==> src/rtl/fpu_pkg.sv <==
// Shared FPU register-file constants and the register-address type.
package fpu_pkg;

  localparam int FPU_WIDTH  = 32;
  localparam int FPU_ADDR_W = 4;
  localparam int FPU_NREGS  = 15;
  localparam logic [FPU_ADDR_W-1:0] FPU_EXT_ADDR = 4'hF;

  typedef logic [FPU_ADDR_W-1:0] fpu_raddr_t;

endpackage

==> src/rtl/fpu_scoreboard.sv <==
// Pending-operation scoreboard: one reservation bit per physical FPU register,
// WAW issue gating, operand busy flags and a registered pending count.
module fpu_scoreboard
  import fpu_pkg::*;
#(
  parameter int ADDR_W   = FPU_ADDR_W,
  parameter int NREGS    = FPU_NREGS,
  parameter int EXT_ADDR = 2**ADDR_W - 1,
  parameter bit BYPASS   = 1'b1
) (
  input  logic                       clk,
  input  logic                       reset,
  input  logic                       we3,
  input  logic [ADDR_W-1:0]          a3,
  input  logic                       issue,
  input  logic [ADDR_W-1:0]          issue_a,
  input  logic [ADDR_W-1:0]          ra1,
  input  logic [ADDR_W-1:0]          ra2,
  output logic                       issue_ok,
  output logic                       busy1,
  output logic                       busy2,
  output logic [$clog2(NREGS+1)-1:0] pend_cnt
);

  localparam int CNT_W = $clog2(NREGS+1);
  localparam logic [ADDR_W-1:0] EXT_A   = ADDR_W'(EXT_ADDR);
  localparam logic [ADDR_W:0]   NREGS_A = (ADDR_W+1)'(NREGS);

  logic [NREGS-1:0] pending_r;
  logic [CNT_W-1:0] pend_cnt_r;
  logic [NREGS-1:0] set_vec_s;
  logic [NREGS-1:0] clr_vec_s;
  logic [NREGS-1:0] pend_next_s;
  logic             issue_ok_s;
  logic             busy1_s;
  logic             busy2_s;

  function automatic logic addr_ok(input logic [ADDR_W-1:0] a);
    return ({1'b0, a} < NREGS_A) && (a != EXT_A);
  endfunction

  function automatic logic [CNT_W-1:0] popcount(input logic [NREGS-1:0] v);
    logic [CNT_W-1:0] n;
    n = '0;
    for (int i = 0; i < NREGS; i++) begin
      n = n + CNT_W'(v[i]);
    end
    return n;
  endfunction

  // Issue acceptance, busy flags and the next pending vector (set beats clear)
  always_comb begin
    issue_ok_s = 1'b0;
    busy1_s    = 1'b0;
    busy2_s    = 1'b0;
    set_vec_s  = '0;
    clr_vec_s  = '0;
    if (issue && addr_ok(issue_a)) begin
      issue_ok_s = !pending_r[issue_a] || (we3 && (a3 == issue_a));
    end else begin
      issue_ok_s = 1'b0;
    end
    if (addr_ok(ra1)) begin
      busy1_s = pending_r[ra1] && !(BYPASS && we3 && (a3 == ra1));
    end else begin
      busy1_s = 1'b0;
    end
    if (addr_ok(ra2)) begin
      busy2_s = pending_r[ra2] && !(BYPASS && we3 && (a3 == ra2));
    end else begin
      busy2_s = 1'b0;
    end
    if (issue_ok_s) begin
      set_vec_s[issue_a] = 1'b1;
    end else begin
      set_vec_s = '0;
    end
    if (we3 && addr_ok(a3)) begin
      clr_vec_s[a3] = 1'b1;
    end else begin
      clr_vec_s = '0;
    end
    pend_next_s = (pending_r & ~clr_vec_s) | set_vec_s;
  end

  // Pending bits and their count move together on each edge
  always_ff @(posedge clk) begin
    if (!reset) begin
      pending_r  <= '0;
      pend_cnt_r <= '0;
    end else begin
      pending_r  <= pend_next_s;
      pend_cnt_r <= popcount(pend_next_s);
    end
  end

  assign issue_ok = issue_ok_s;
  assign busy1    = busy1_s;
  assign busy2    = busy2_s;
  assign pend_cnt = pend_cnt_r;

endmodule

==> src/rtl/fpu_regfile_sb.sv <==
// FPU register file with two combinational read ports, one write port,
// optional write-to-read bypass, an external-register alias and a scoreboard.
module fpu_regfile_sb
  import fpu_pkg::*;
#(
  parameter int WIDTH    = FPU_WIDTH,
  parameter int ADDR_W   = FPU_ADDR_W,
  parameter int NREGS    = FPU_NREGS,
  parameter int EXT_ADDR = 2**ADDR_W - 1,
  parameter bit BYPASS   = 1'b1
) (
  input  logic                       clk,
  input  logic                       reset,
  input  logic                       we3,
  input  logic [ADDR_W-1:0]          a3,
  input  logic [WIDTH-1:0]           wd3,
  input  logic [ADDR_W-1:0]          ra1,
  input  logic [ADDR_W-1:0]          ra2,
  input  logic [WIDTH-1:0]           r15,
  output logic [WIDTH-1:0]           rd1,
  output logic [WIDTH-1:0]           rd2,
  input  logic                       issue,
  input  logic [ADDR_W-1:0]          issue_a,
  output logic                       issue_ok,
  output logic                       busy1,
  output logic                       busy2,
  output logic [$clog2(NREGS+1)-1:0] pend_cnt
);

  localparam logic [ADDR_W-1:0] EXT_A   = ADDR_W'(EXT_ADDR);
  localparam logic [ADDR_W:0]   NREGS_A = (ADDR_W+1)'(NREGS);

  logic [WIDTH-1:0] rf_r [NREGS];
  logic [WIDTH-1:0] rd1_s;
  logic [WIDTH-1:0] rd2_s;

  function automatic logic addr_ok(input logic [ADDR_W-1:0] a);
    return ({1'b0, a} < NREGS_A) && (a != EXT_A);
  endfunction

  // Register storage; writes to the alias or unmapped addresses are dropped
  always_ff @(posedge clk) begin
    if (!reset) begin
      for (int i = 0; i < NREGS; i++) begin
        rf_r[i] <= '0;
      end
    end else if (we3 && addr_ok(a3)) begin
      rf_r[a3] <= wd3;
    end
  end

  // Read muxes: external alias, then unmapped, then bypass, then storage
  always_comb begin
    rd1_s = '0;
    rd2_s = '0;
    if (ra1 == EXT_A) begin
      rd1_s = r15;
    end else if (!addr_ok(ra1)) begin
      rd1_s = '0;
    end else if (BYPASS && we3 && (a3 == ra1)) begin
      rd1_s = wd3;
    end else begin
      rd1_s = rf_r[ra1];
    end
    if (ra2 == EXT_A) begin
      rd2_s = r15;
    end else if (!addr_ok(ra2)) begin
      rd2_s = '0;
    end else if (BYPASS && we3 && (a3 == ra2)) begin
      rd2_s = wd3;
    end else begin
      rd2_s = rf_r[ra2];
    end
  end

  assign rd1 = rd1_s;
  assign rd2 = rd2_s;

  fpu_scoreboard #(
    .ADDR_W  (ADDR_W),
    .NREGS   (NREGS),
    .EXT_ADDR(EXT_ADDR),
    .BYPASS  (BYPASS)
  ) u_scoreboard (
    .clk     (clk),
    .reset   (reset),
    .we3     (we3),
    .a3      (a3),
    .issue   (issue),
    .issue_a (issue_a),
    .ra1     (ra1),
    .ra2     (ra2),
    .issue_ok(issue_ok),
    .busy1   (busy1),
    .busy2   (busy2),
    .pend_cnt(pend_cnt)
  );

endmodule

==> config.mk <==
export PLATFORM = sky130hd
export DESIGN_NAME = fpu_regfile_sb
export DESIGN_NICKNAME = d
export VERILOG_FILES = /design/src/rtl/fpu_pkg.sv /design/src/rtl/fpu_scoreboard.sv /design/src/rtl/fpu_regfile_sb.sv
export SDC_FILE = /design/constraint.sdc
export NUM_CORES = 1
export LEC_CHECK = 0
export CAP_MARGIN = 20
export CORE_MARGIN = 1.5
export CORE_UTILIZATION = 30
export DETAILED_ROUTE_END_ITERATION = 16
export GPL_TIMING_DRIVEN = 0
export PLACE_DENSITY = 0.56
export REMOVE_ABC_BUFFERS = 1
export SYNTH_ARGS = -nofsm -noshare
export SYNTH_HDL_FRONTEND = slang
export SYNTH_SLANG_ARGS = --single-unit
export TNS_END_PERCENT = 1
==> constraint.sdc <==
create_clock -name clk -period 15.1 [get_ports clk]
set_clock_uncertainty 0.1 [all_clocks]
set_input_delay 3.775 -clock clk [delete_from_list [all_inputs] [get_ports clk]]
set_output_delay 3.775 -clock clk [all_outputs]
set_load 0.01 [all_outputs]
; Word level (Yosys, flattened, before mapping)
; Memory sizes are Yosys's and may differ from the RTL's.
; Index checks and enable logic that the tools add are counted.
[totals]
regBits = 19
latchBits = 0
ramBits = 480
wordCells = 85
inputBits = 84
mem_bits_ro = 0
out_inout_bits = 71
n_memories = 1
[mem_list]
columns = memory, depth, word_bits, rd, rd_clocked_by_memory_dff, wr, line_no
row1 = rf_r, 15, 32, 2, 0, 15, fpu_regfile_sb.sv:33  ; logic [WIDTH-1:0] rf_r [NREGS];
[op_classes]
n_mul = 0
n_eq_ne = 9
n_addsub = 14
bitwise = 3
shifts = 0
div_mod_pow = 0
order_cmp = 10
n_mux = 28
reduce_logical = 18
[ops]
columns = operator, n
row1 = 32-bit 2-to-1 mux, 7
row2 = 4-bit by 1-bit adder with 4-bit output, 13
row3 = 32-bit OR reduction, 1
row4 = 15-bit 2-to-1 mux, 2
row5 = "4-bit by 5-bit less-than comparator with 1-bit output, second input constant", 4
row6 = "4-bit less-than comparator, second input constant", 4
row7 = "4-bit != test, second input constant", 4
row8 = 15-bit AND, 1
row9 = 15-bit inverter, 1
row10 = 15-bit bitwise OR, 1
row11 = 1-bit logical AND, 13
row12 = 1-bit 2-to-1 mux, 13
row13 = 1-bit binary-select mux with 4-bit select, 3
row14 = 4-bit equality test, 3
row15 = 1-bit demux with 4-bit select, 2
row16 = "4-bit equality test, second input constant", 2
row17 = "4-bit by 1-bit greater-or-equal comparator with 1-bit output, second input constant", 2
row18 = 4-bit 2-to-1 mux, 1
row19 = 1-bit zero test, 3
row20 = 1-bit by 1-bit adder with 2-bit output, 1
row21 = 1-bit logical OR, 1

; Depth between registers and ports, before layout
[depth]
word_depth = 22
ltp_mapped = 20
mapped_depth_nobuf = 18

; Cells and area by module
; Synthesis repeated with hierarchy kept, for this count alone.
[unflattened]
cells_unflattened = 2014
hier_area_um2 = 29492.0
[by_module_without_submodules]
columns = module, cells_per_inst, seq_area_each_um2, area_each_um2, instances
row1 = fpu_regfile_sb, 1823, 15374.7, 27654.0, 1
row2 = fpu_scoreboard, 191, 380.4, 1838.0, 1

; Worst setup path before layout
; No wires, ideal clock.
[synth_timing]
kind = input to output
start = input ra1[1]
end = output busy1
path_slack_ps = 6122
path_buffers = 1
required_ps = 11225
arrival_time_ps = 5103
stages = 4
cell_sequence = buf_2 mux4_2 mux4_2 and2_1
[synth_via]
elab_chain_cells = 5
elab_cells_between_ends = 10
classes_between = 1 x order compare / 2 x eq/ne / 3 x mux / 4 x reduce/logical
[synth_rtl]
columns = element, line_no
row1 = start: declaration, fpu_regfile_sb.sv:17  ; input logic [ADDR_W-1:0] ra1,
row2 = "parallel branches: the longest is 4 deep, another holds 1-bit binary-select mux with 4-bit select", --
row3 = 1-bit 2-to-1 mux *, fpu_scoreboard.sv:63  ; if (addr_ok(ra1)) begin
row4 = end: declaration, fpu_regfile_sb.sv:25  ; output logic busy1,
; Every way passes the cells marked *. The select of a mux whose other input is x is not followed.

; Final worst setup path
[layout_timing]
start = input ra2[3]
end = output rd2[22]
[layout_via]
elab_chain_cells = 5
elab_cells_between_ends = 10
classes_between = 1 x order compare / 3 x eq/ne / 3 x mux / 2 x reduce/logical / 1 x memory
[layout_rtl]
columns = element, line_no
row1 = start: declaration, fpu_regfile_sb.sv:18  ; input logic [ADDR_W-1:0] ra2,
row2 = "parallel branches: the longest is 4 deep, another holds memory 15 x 32 bit", --
row3 = 32-bit 2-to-1 mux *, fpu_regfile_sb.sv:65  ; if (ra2 == EXT_A) begin
row4 = end: declaration, fpu_regfile_sb.sv:21  ; output logic [WIDTH-1:0] rd2,
; Every way passes the cells marked *.

==> summary by stage <==
Run status
The run finished with clean final reports.

Clocking
The post-CTS setup buffer count is 0. After clock tree synthesis, the repair step resized 0 gates. The cts-stage hold buffer count is 0.

TritonCTS built the clock tree. The number of buffers inserted during clock tree synthesis is around 60. Clock latency on the worst-skew pair, taken at its later pin, is approximately 0.62 ns. Clock-pin slew was measured on the worst setup and hold paths at ~0.06 ns. Clock tree synthesis found a total of 531 sinks. In this run the clock root is driven by a sky130_fd_sc_hd__clkbuf_16. The clock passes through at most 3 buffers. The clock tree synthesis step divided the H-tree into 2 levels.

Placed design
The total half-perimeter wirelength after legalization and detailed placement is roughly 60,000 microns. During placement, the flow inserted port buffers numbering approximately 150. The number of cells after detailed placement is approximately 3.3k. The placed instances occupy a cell area of between 30,000 and 40,000 sq um. At the end of routability-driven placement, the weighted congestion stood at 0.852.

Setup path
In this run the number of cells on the critical path is 10. Of all nets on the critical path, the largest fanout is 22. The cell repeated most along the worst path is sky130_fd_sc_hd__clkdlybuf4s50_1.

Data on the critical path arrives at its endpoint at between 8 and 9 ns. The kind of end point of the critical path is a primary output. The capturing instance or port of the critical path is rd2[22].

The start of the worst register-to-register path is u_scoreboard.pending_r[13]. The critical path goes through clkdlybuf4s50_1 -> and2_2 -> buf_12 -> nand3_2 -> buf_16 -> nand4_1 -> buf_8 -> o22ai_1 -> a31oi_1 -> clkdlybuf4s50_1. The largest single stage delay on the critical path is 0.80 ns. For flop-to-flop paths, the worst setup slack is 10.19 ns.

The data required time of the critical path is 11.23 ns. The total buffers and inverters traversed by the critical path is 5. The critical path is of the in2out type. The startpoint kind of the worst setup timing path is a primary input. The worst setup path startpoint is ra2[3]. The terminus of the critical flop-to-flop path is u_scoreboard.pend_cnt[2]. The kind of cell with the highest combined delay on the critical path is buffers and inverters. The largest individual stage delay along the critical path comes from the cell sky130_fd_sc_hd__clkdlybuf4s50_1. The number of cells on the worst reg-to-reg path is 16.

Pwr
Of the total power, combinational logic draws 0.149. The proportion of power drawn by flip-flops and latches is 0.483. Of the total power, the share spent switching nets is 0.255.

The areal power density over the cells is roughly 110 nW/um^2. The overall power of the completed layout is 0.00361 W. Internal power comes to 0.00269 W. The highest ir drop seen on vdd is between 80 and 90 uV. The part of the total power dissipated in the clock network is 0.368. The net load switching power is 0.000921 W. The analysis attributes to cell leakage a power of 11.4 nW.

Synth
In the synthesized netlist the dominant register cell turns out to be sky130_fd_sc_hd__edfxtp_1. The mapped netlist covers between 20,000 and 30,000 sq um. The netlist uses 45 different library cells. The sequential fraction of the synthesis area is 0.545. Synthesis produced just under 2k cells. Counting flops with an async set or reset pin after synthesis yields a share of 0. The mean instance size in the synthesized netlist is around 15 sq um. For this run, the number of Yosys warnings is 0. Counting flops with a built-in enable in the synthesized netlist gives around 500. The synthesis-stage register bit count is 531.

Detailed routing
Dividing the detail-routed wire length by the instance count gives roughly 28 microns. The starting DRC count in detailed routing is 2,406. The final routed DRC violation total is 0. The total via count after detailed routing is 18.9k. In the routed layout, each cell is associated on average with a via count of 5.60.

The final layout contains routed wiring with a total length of approximately 93,000 microns. The remaining antenna violation count is 0. The first detailed-routing pass ran for 7 iterations.

Timing
For the final routed database, the setup TNS stands at 0 ns. The number of setup violations in the final report is 0. The final period utilization is 0.829. For the pin with the worst max-slew slack, the measured transition is a little over 1 ns. The clock period minus worst slack is between 10 and 15 ns. Final hold analysis gives a worst-case slack of 0.435 ns.

Setup repair after global routing left no endpoint under its margin. The final max-slew violation count came to 0. The final number of hold-violating endpoints is 0.

Derived from the worst setup path, the maximum achievable clock frequency is about 80 MHz. The worst pin sits at a relative slew slack of 0.323.

Layout
The area growth from synthesis to final layout is 18.9%. The combined area of the multi-input logic cells is 12,500 sq um. The final instance count without filler cells is around 3.4k. Leaving out fill and tap cells, the most frequent cell in the layout is sky130_fd_sc_hd__edfxtp_1. The number of nets at the end of the flow is approximately 2.2k. Summing all flip-flop and latch instances after layout gives ~16,000 sq um.

Leaving out fill and tap cells, the most frequent cells in the layout are sky130_fd_sc_hd__edfxtp_1, sky130_fd_sc_hd__and2_1, sky130_fd_sc_hd__mux4_2, sky130_fd_sc_hd__clkdlybuf4s50_1, sky130_fd_sc_hd__a22oi_1. The share of cells above drive strength 1 is 0.214. The layout has around 9.0k filler cells. The finished cells cover around 34,000 sq um.

Die
The core area is 95,300 sq um. The count of standard-cell rows is roughly 110. The width of the die is roughly 310 microns.

The top-level port count is approximately 160. For this configuration, the core starts out at a cell density of 0.304. From bottom edge to top edge, the die measures roughly 310 microns. The die outline area is 98,300 sq um.

Hold path
The path category of the worst min-delay check is reg2reg. The startpoint identified for the worst hold timing path is u_scoreboard.pending_r[12].

GRT
Global routing finished with a remaining overflow of 0. The global router's overall resource usage is 0.187. For met2 alone, demand over resource in global routing was 0.304.

In the global route stage, met1 resource usage came out at 0.251. The number of global-route vias before repair was approximately 20k. The maximum number of pins on one net before global-route repair is 71.

The first global-routing pass estimated 134,000 microns of wire. The number of antenna violations at the first check in global routing is 5. The global-route track usage on met3 is 0.0371. The most used routing layer in global routing is met2.

Run
Across the run, the number of max-cap violations was 0.
-- synth_stat cells, drive strengths merged (3+ instances only) --
master | count | area (sq um)
nand3b | 3 | 22.5
a31oi | 67 | 419
dfxtp | 19 | 380
ha | 6 | 75.1
nand2 | 51 | 191
inv | 12 | 45.0
xnor2 | 5 | 43.8
a2bb2oi | 8 | 70.1
nand4 | 5 | 31.3
nor2 | 18 | 67.6
mux4 | 266 | 5990
o21ai | 16 | 83.8
xor2 | 9 | 78.8
edfxtp | 512 | 15400
and2 | 494 | 3090
o22ai | 66 | 413
a22oi | 129 | 968
nor2b | 14 | 87.6
buf | 89 | 499
nor3 | 7 | 40.0
mux2i | 8 | 80.1
clkbuf | 116 | 435
fa | 9 | 180
nand3 | 22 | 115
-- state kept, by name, summed over array words and instances (netlist names) --
register	flops
rf_r	512
u_scoreboard.pend_cnt	4
u_scoreboard.pending_r	15
-- power by group through the flow --
stage	clock network [W]	logic (W)	registers, W
after floorplan	0	0.000254	0.00176
after global placement	0	0.000578	0.00177
after detailed placement	0	0.000540	0.00178
after CTS	0.00135	0.000542	0.00175
after global routing	0.00140	0.000567	0.00176
final	0.00133	0.000537	0.00175
-- worst register-to-register path, cell delays in order (launching register included) --
cell and delay [ns]:
sky130_fd_sc_hd__dfxtp_1 0.40, sky130_fd_sc_hd__mux2i_1 0.10, sky130_fd_sc_hd__o211ai_1 0.22, sky130_fd_sc_hd__o311ai_2 0.17
sky130_fd_sc_hd__o21ai_2 0.47, sky130_fd_sc_hd__o21ai_0 0.28, sky130_fd_sc_hd__fa_1 0.58, sky130_fd_sc_hd__inv_1 0.05
sky130_fd_sc_hd__fa_1 0.49, sky130_fd_sc_hd__fa_1 0.52, sky130_fd_sc_hd__fa_1 0.40, sky130_fd_sc_hd__inv_1 0.07
sky130_fd_sc_hd__ha_1 0.17, sky130_fd_sc_hd__inv_1 0.07, sky130_fd_sc_hd__fa_1 0.43, sky130_fd_sc_hd__xnor2_1 0.13
sky130_fd_sc_hd__and2_1 0.15
-- cells by family (layout without fill, tap and decap cells) --
kind of cell,Yosys count,count (layout),share of synthesized area
fa+ha+maj,15,15,0.00882
other cells,1,33,0.000130
simple gates,622,622,0.128
mux,275,275,0.210
compound gates,294,294,0.0699
xor+xnor,14,14,0.00424
buf+inv,217,331,0.0339
flops,531,531,0.545
-- cell type report --
cell class,count,area share
diodes,1,0.0000727
clock inverters,36,0.00593
multi-input cells,1252,0.364
flip-flops and latches,531,0.458
well taps,1265,0.0460
inverters,12,0.00131
repair buffers,212,0.0802
clock buffers,71,0.0442
-- how the worst min path moves through the flow --
stage / endpoint / depth (start not counted)
after floorplan: u_scoreboard.pending_r[6] / 2
after global placement: u_scoreboard.pending_r[6] / 2
after detailed placement: u_scoreboard.pending_r[5] / 2
after CTS: u_scoreboard.pending_r[5] / 2
after global routing: u_scoreboard.pending_r[5] / 2
final: u_scoreboard.pending_r[12] / 2
-- metrics by stage --
step | utilization | setup WS, ns
floorplan | - | 4.66
global placement | 0.328 | -11.01
CTS | 0.361 | 2.76
detailed placement | 0.343 | 2.77
global route | 0.361 | 2.63
finish | 0.361 | 2.58
-- metal layers --
metal,part of all wire,vias to the layer above
met4,0.030,6
li1,-,7898
met3,0.087,182
met2,0.48,1023
met5,0.00032,-
met1,0.40,9809
Note: power is estimated with default switching activity, not from simulation.
